`src/rtl/pipe_stall_ctrl_pkg.sv`:
```
// Shared types and defaults for the pipeline stall/flush sequencer.
package pipe_ctrl_pkg;

  typedef enum logic {
    RUN     = 1'b0,
    MC_WAIT = 1'b1
  } pipe_state_e;

  localparam int unsigned DEF_MC_LAT = 4;
  localparam int unsigned DEF_CNT_W  = 32;

  // Width of the multi-cycle latency down-counter for a given latency.
  function automatic int unsigned mc_cnt_w(input int unsigned lat);
    return $clog2(lat) + 1;
  endfunction

endpackage

```
`src/rtl/pipe_stall_ctrl_if.sv`:
```
// Hazard/branch/memory inputs and register-bank controls of the stall sequencer.
interface pipe_stall_ctrl_if import pipe_ctrl_pkg::*; #(
  parameter int unsigned CNT_W = DEF_CNT_W
);
  logic             load_use;
  logic             br_taken;
  logic             mc_start;
  logic             mem_wait;
  logic             pc_en;
  logic             ifid_en;
  logic             idex_en;
  logic             exmem_en;
  logic             ifid_flush;
  logic             idex_bubble;
  logic             busy;
  logic             mc_done;
  logic [CNT_W-1:0] stall_cnt;

  modport master (
    output load_use, br_taken, mc_start, mem_wait,
    input  pc_en, ifid_en, idex_en, exmem_en, ifid_flush, idex_bubble,
    input  busy, mc_done, stall_cnt
  );

  modport slave (
    input  load_use, br_taken, mc_start, mem_wait,
    output pc_en, ifid_en, idex_en, exmem_en, ifid_flush, idex_bubble,
    output busy, mc_done, stall_cnt
  );
endinterface

```
`src/rtl/pipe_stall_ctrl_perf_cnt.sv`:
```
// Saturating event counter with synchronous active-low clear.
module stall_perf_cnt #(
  parameter int unsigned W = 32
) (
  input  logic         clk,
  input  logic         clr_b_i,
  input  logic         inc_i,
  output logic [W-1:0] cnt_o
);
  logic [W-1:0] cnt_q;
  logic [W-1:0] cnt_d;

  always_comb begin
    cnt_d = cnt_q;
    if (inc_i && (cnt_q != '1)) cnt_d = cnt_q + W'(1);
  end

  always_ff @(posedge clk) begin
    if (!clr_b_i) cnt_q <= '0;
    else          cnt_q <= cnt_d;
  end

  assign cnt_o = cnt_q;
endmodule

```
`src/rtl/pipe_stall_ctrl.sv`:
```
// Stall/flush sequencer for the 5-stage pipeline with multi-cycle EX sequencing.
module pipe_stall_ctrl import pipe_ctrl_pkg::*; #(
  parameter int unsigned MC_LAT = DEF_MC_LAT,
  parameter int unsigned CNT_W  = DEF_CNT_W
) (
  input  logic              clk,
  input  logic              reset,
  pipe_stall_ctrl_if.slave  bus
);
  localparam int unsigned MC_W = mc_cnt_w(MC_LAT);

  pipe_state_e     state_q, state_d;
  logic [MC_W-1:0] mc_cnt_q, mc_cnt_d;
  logic            pc_en, ifid_en, idex_en, exmem_en;
  logic            ifid_flush, idex_bubble, busy, mc_done;

  always_comb begin
    state_d     = state_q;
    mc_cnt_d    = mc_cnt_q;
    pc_en       = 1'b0;
    ifid_en     = 1'b0;
    idex_en     = 1'b0;
    exmem_en    = 1'b0;
    ifid_flush  = 1'b0;
    idex_bubble = 1'b0;
    busy        = 1'b0;
    mc_done     = 1'b0;
    unique case (state_q)
      RUN: begin
        if (bus.mem_wait) begin
          state_d = RUN;
        end else if (bus.br_taken) begin
          {pc_en, ifid_en, idex_en, exmem_en} = 4'hF;
          ifid_flush  = 1'b1;
          idex_bubble = 1'b1;
        end else if (bus.mc_start) begin
          // A single-cycle "multi-cycle" op completes in its start cycle.
          if (MC_LAT == 1) begin
            mc_done = 1'b1;
            {pc_en, ifid_en, idex_en, exmem_en} = 4'hF;
          end else begin
            mc_cnt_d = MC_W'(MC_LAT - 1);
            state_d  = MC_WAIT;
          end
        end else if (bus.load_use) begin
          idex_bubble = 1'b1;
          idex_en     = 1'b1;
          exmem_en    = 1'b1;
        end else begin
          {pc_en, ifid_en, idex_en, exmem_en} = 4'hF;
        end
      end
      MC_WAIT: begin
        busy = 1'b1;
        if (mc_cnt_q != '0) begin
          mc_cnt_d = mc_cnt_q - MC_W'(1);
        end else if (!bus.mem_wait) begin
          mc_done = 1'b1;
          {pc_en, ifid_en, idex_en, exmem_en} = 4'hF;
          state_d = RUN;
        end
      end
      default: state_d = RUN;
    endcase
    if (!reset) begin
      {pc_en, ifid_en, idex_en, exmem_en} = 4'h0;
      ifid_flush  = 1'b0;
      idex_bubble = 1'b0;
      busy        = 1'b0;
      mc_done     = 1'b0;
    end
  end

  always_ff @(posedge clk) begin
    if (!reset) begin
      state_q  <= RUN;
      mc_cnt_q <= '0;
    end else begin
      state_q  <= state_d;
      mc_cnt_q <= mc_cnt_d;
    end
  end

  stall_perf_cnt #(.W(CNT_W)) u_perf (
    .clk     (clk),
    .clr_b_i (reset),
    .inc_i   (~pc_en),
    .cnt_o   (bus.stall_cnt)
  );

  assign bus.pc_en       = pc_en;
  assign bus.ifid_en     = ifid_en;
  assign bus.idex_en     = idex_en;
  assign bus.exmem_en    = exmem_en;
  assign bus.ifid_flush  = ifid_flush;
  assign bus.idex_bubble = idex_bubble;
  assign bus.busy        = busy;
  assign bus.mc_done     = mc_done;
endmodule

```
`src/flat_wrapper.sv`:
```
// flat-port wrapper written by rule: the top's interface ports become plain ports
module pipe_stall_ctrl_flat import pipe_ctrl_pkg::*;
#(
  parameter int unsigned MC_LAT = DEF_MC_LAT,
  parameter int unsigned CNT_W  = DEF_CNT_W
)
  (clk, reset, bus_load_use, bus_br_taken, bus_mc_start, bus_mem_wait, bus_pc_en, bus_ifid_en, bus_idex_en, bus_exmem_en, bus_ifid_flush, bus_idex_bubble, bus_busy, bus_mc_done, bus_stall_cnt);
  pipe_stall_ctrl_if #(.CNT_W(CNT_W)) bus_i ();
  input  logic clk;
  input  logic reset;
  input wire logic [$bits(bus_i.load_use)-1:0] bus_load_use;
  input wire logic [$bits(bus_i.br_taken)-1:0] bus_br_taken;
  input wire logic [$bits(bus_i.mc_start)-1:0] bus_mc_start;
  input wire logic [$bits(bus_i.mem_wait)-1:0] bus_mem_wait;
  output wire logic [$bits(bus_i.pc_en)-1:0] bus_pc_en;
  output wire logic [$bits(bus_i.ifid_en)-1:0] bus_ifid_en;
  output wire logic [$bits(bus_i.idex_en)-1:0] bus_idex_en;
  output wire logic [$bits(bus_i.exmem_en)-1:0] bus_exmem_en;
  output wire logic [$bits(bus_i.ifid_flush)-1:0] bus_ifid_flush;
  output wire logic [$bits(bus_i.idex_bubble)-1:0] bus_idex_bubble;
  output wire logic [$bits(bus_i.busy)-1:0] bus_busy;
  output wire logic [$bits(bus_i.mc_done)-1:0] bus_mc_done;
  output wire logic [$bits(bus_i.stall_cnt)-1:0] bus_stall_cnt;
  assign bus_i.load_use = bus_load_use;
  assign bus_i.br_taken = bus_br_taken;
  assign bus_i.mc_start = bus_mc_start;
  assign bus_i.mem_wait = bus_mem_wait;
  assign bus_pc_en = bus_i.pc_en;
  assign bus_ifid_en = bus_i.ifid_en;
  assign bus_idex_en = bus_i.idex_en;
  assign bus_exmem_en = bus_i.exmem_en;
  assign bus_ifid_flush = bus_i.ifid_flush;
  assign bus_idex_bubble = bus_i.idex_bubble;
  assign bus_busy = bus_i.busy;
  assign bus_mc_done = bus_i.mc_done;
  assign bus_stall_cnt = bus_i.stall_cnt;
  pipe_stall_ctrl #(.MC_LAT(MC_LAT), .CNT_W(CNT_W)) u_core (.clk(clk), .reset(reset), .bus(bus_i));
endmodule
```
`config.mk`:
```
export PLATFORM = sky130hd
export DESIGN_NAME = pipe_stall_ctrl_flat
export DESIGN_NICKNAME = d
export VERILOG_FILES = /design/src/rtl/pipe_stall_ctrl_pkg.sv /design/src/rtl/pipe_stall_ctrl_if.sv /design/src/rtl/pipe_stall_ctrl_perf_cnt.sv /design/src/rtl/pipe_stall_ctrl.sv /design/src/flat_wrapper.sv
export SDC_FILE = /design/constraint.sdc
export NUM_CORES = 1
export LEC_CHECK = 0
export CAP_MARGIN = 25
export CORE_MARGIN = 10
export CORE_UTILIZATION = 40
export DETAILED_ROUTE_END_ITERATION = 10
export PLACE_DENSITY_LB_ADDON = 0.25
export SYNTH_ARGS = -nofsm -noshare
export SYNTH_HDL_FRONTEND = slang
export SYNTH_SLANG_ARGS = --single-unit
export TNS_END_PERCENT = 50
```
`constraint.sdc`:
```
create_clock -name clk -period 3.7 [get_ports clk]
set_input_delay 0.555 -clock clk [delete_from_list [all_inputs] [get_ports clk]]
set_output_delay 0.555 -clock clk [all_outputs]
set_load 0.02 [all_outputs]
```
==> flow_summary.toml <==
[setup_path]
cp_top_family = "buffers and inverters"
crit_type = "in -> out"
critPathMostFrequentCell = "clkdlybuf4s50_1"
crit_buf_inv = 4
critical-path-slowest-cell = "clkdlybuf4s50_1"
slowest_delay_ns = 0.68
ff2ff_setup_slack_ns = 1.12
path_max_fanout = 19
end_kind = "primary output"
path_cells = "clkdlybuf4s50_1, nor2b_1, o311ai_0, buf_4, inv_2, clkdlybuf4s50_1"
cp.required_ns = 3.14
crit_arrival_ns = 2.53
crit_path_start_kind = "input pin"

[timing]
fin_crit_ns = 3.088
rsz0062_at_grt = "false"
skew_ns = 0.009717
relSlewSlack = 0.5718
slew_viol_final = 0
min_period_over_period = 0.8347
setup_viol = 0
fmax_mhz = 323.8
finalHoldViolCount = 0
tightestPinTransition_ns = 0.6417
tns_ns = 0
finalWorstSetupSlack_ns = 0.6116
fin_hold_ws_ns = 0.4996

[layout]
layout.nets = 284
fill_cells = 430
fin_util = 0.5396
fin_area_mm2 = 0.002515
area_growth_pct = 31.80
insertedDiodeCount = 0
post_route_cells_drive_above_1_share = 0.06884

[synth]
yosysSeqAreaShare = 0.3777
ys.warnings.count = 0
synth_edf_count = 0
syn_inst = 229
synth_top_area_cell = "dfxtp_1"
synth_ff_type = "dfxtp_1"
syn_nets = 238
yosys-top-cells-area = "dfxtp_1 38%, xnor2_1 6.4%, nor2_1 4.9%"
async_flop_share = 0
synth_top_area_share = 0.3777
netlist_area_mm2 = 0.001908
avgSynthCellArea_um2 = 8.332
ys_seq_elements = 36
synth_cell_types = 43

[detailed_routing]
viasPerCell = 5.488
firstDrtPassIters = 4
top_layer = "met4"
met1_length_um = 2302
ant_nets = 0
met3_length_um = 242
routed_wl_um = 4833
vias = 1811
wl_per_cell_um = 14.65
remaining_drc_errors = 0
wl_met2_um = 2257
drtIter0Drc = 74

[clocking]
postCtsSetupRepairBufs = 0
cts.sinks = 36
clk-insertion-delay-late_ns = 0.29
cts_buffers = 5
ctsHtreeMaxLevel = 2
clock_path_buffers = 2
postCtsHoldBufs = 0
clockRootBuffer = "clkbuf_8"
clkSlewWorstSetupHoldPaths_ns = 0.07
cts_tree = "built"
cts_resized = 0

[pwr]
p_leak_nw = 0.8429
ir_worst_vdd_v = 0.0001828
p_per_area_mw_per_mm2 = 323.3

[job]
drv_cap = 0

[placed_design]
dp_hpwl_um = 3459
placed_cell_area_mm2 = 0.002407
place_congestion = 0.7791
port_buffers = 45
place_ws_ns = 0.6023

[die]
coreArea_mm2 = 0.004661
initial_utilization = 0.4094
die_y_um = 89.07
die_w_um = 89.07
rows = 25
boundaryPins = 46
die_area_mm2 = 0.007933

[grt]
grt_pass1_wl_um = 7948
grt_pass1_vias = 1644
grt.overflow.total = 0
antenna_found_initial = 0
grt_util_all_layers = 0.1233
grt_max_degree = 31

[worst_hold_path]
hold_class = "reg -> reg"

[run_status]
status = "finished clean"
synthesized netlist by cell type, types with 8 or more instances:
cell and number:
nand3_1 11, clkbuf_1 8, dfxtp_1 36, xnor2_1 14
nor2_1 25, a21oi_1 13, inv_1 10, nand2_1 19
nand4_1 13
cell type report:
class / count / area, µm² / share of cell area
clock buffer: 6 / 72.57 / 0.02886
clock inverter: 2 / 35.03 / 0.01393
inverter: 11 / 41.29 / 0.01642
multi-input combinational: 171 / 1090 / 0.4333
sequential: 36 / 720.7 / 0.2866
tap: 54 / 67.56 / 0.02687
timing repair buffer: 50 / 488.0 / 0.1940
power breakdown:
| group | internal [W] | total (W) | switching [W] |
|---|---|---|---|
| Clock | 0.000200 | 0.000339 | 0.000139 |
| Combinational | 0.0000332 | 0.0000728 | 0.0000397 |
| Sequential | 0.000394 | 0.000402 | 0.00000804 |
worst reg2reg max path, stage by stage (launching register included):
cell	delay, ns
dfxtp_1	0.33
inv_1	0.06
ha_1	0.19
ha_1	0.21
nand2b_1	0.21
o311ai_0	0.15
buf_4	0.18
inv_2	0.13
a2111o_1	0.46
or4_1	0.43
a21oi_1	0.15
cells in the final DEF (no fill, tap or decap), types with 2 or more instances in the layout:
master           synthesis  routed
xnor2_1                 14      14
o31ai_1                  3       3
or4_1                    5       5
a211oi_1                 6       6
nand2b_1                 6       6
buf_4                    2       5
nor4b_1                  2       2
nor3_1                   3       3
nand3_1                 11      11
nand3b_1                 2       2
or3_1                    5       5
inv_1                   10      10
nor4_1                   2       2
and3_2                   2       2
and4_1                   3       3
o21ai_0                  6       6
clkdlybuf4s50_1          0      45
a21oi_1                 13      13
a2111oi_0                5       5
clkbuf_8                 0       5
mux2i_1                  6       6
nand4_1                 13      13
nand2_1                 19      19
nor2_1                  25      25
dfxtp_1                 36      36
and2_1                   2       2
ha_1                     3       3
cell families after synthesis:
logic type,share of synthesized area
AOI/OAI and AO/OA,0.1397
xor gates and xnor gates,0.06885
adders and majority gates,0.01967
buffers and inverters,0.05115
DFF,0.3777
muxes,0.03148
and+or+nand+nor,0.3115
state kept, by name (all words and copies together), names as in the netlist:
name,cells
u_core.u_perf.cnt_o,32
u_core.mc_cnt_q,3
u_core.state_q,1
layer usage:
| layer | GRT usage | vias up |
|---|---|---|
| met3 | 0.04102 | 5 |
| met4 | 0.03035 | 0 |
| met2 | 0.2015 | 32 |
| met5 | 0 | - |
| met1 | 0.1525 | 844 |
| li1 | - | 930 |
stage by stage:
step                      instances  power [W]
after floorplan                 229  0.0004525
after global placement          322  0.0004835
after detailed placement        322  0.0004843
after CTS                       330  0.0008209
after global routing            330  0.0008509
final                           330  0.0008130
worst paths after layout:
path | start | to | cells after the start
setup / recovery | reset | bus_ifid_en | 6
hold / removal | u_core.mc_cnt_q[1]$_SDFFE_PN0P_ | u_core.mc_cnt_q[1]$_SDFFE_PN0P_ | 2
setup reg to reg | u_core.mc_cnt_q[0]$_SDFFE_PN0P_ | u_core.u_perf.cnt_o[27]$_SDFFE_PN0P_ | 10
hold reg to reg | u_core.mc_cnt_q[1]$_SDFFE_PN0P_ | u_core.mc_cnt_q[1]$_SDFFE_PN0P_ | 2
Power figures use the tool's default switching activity.
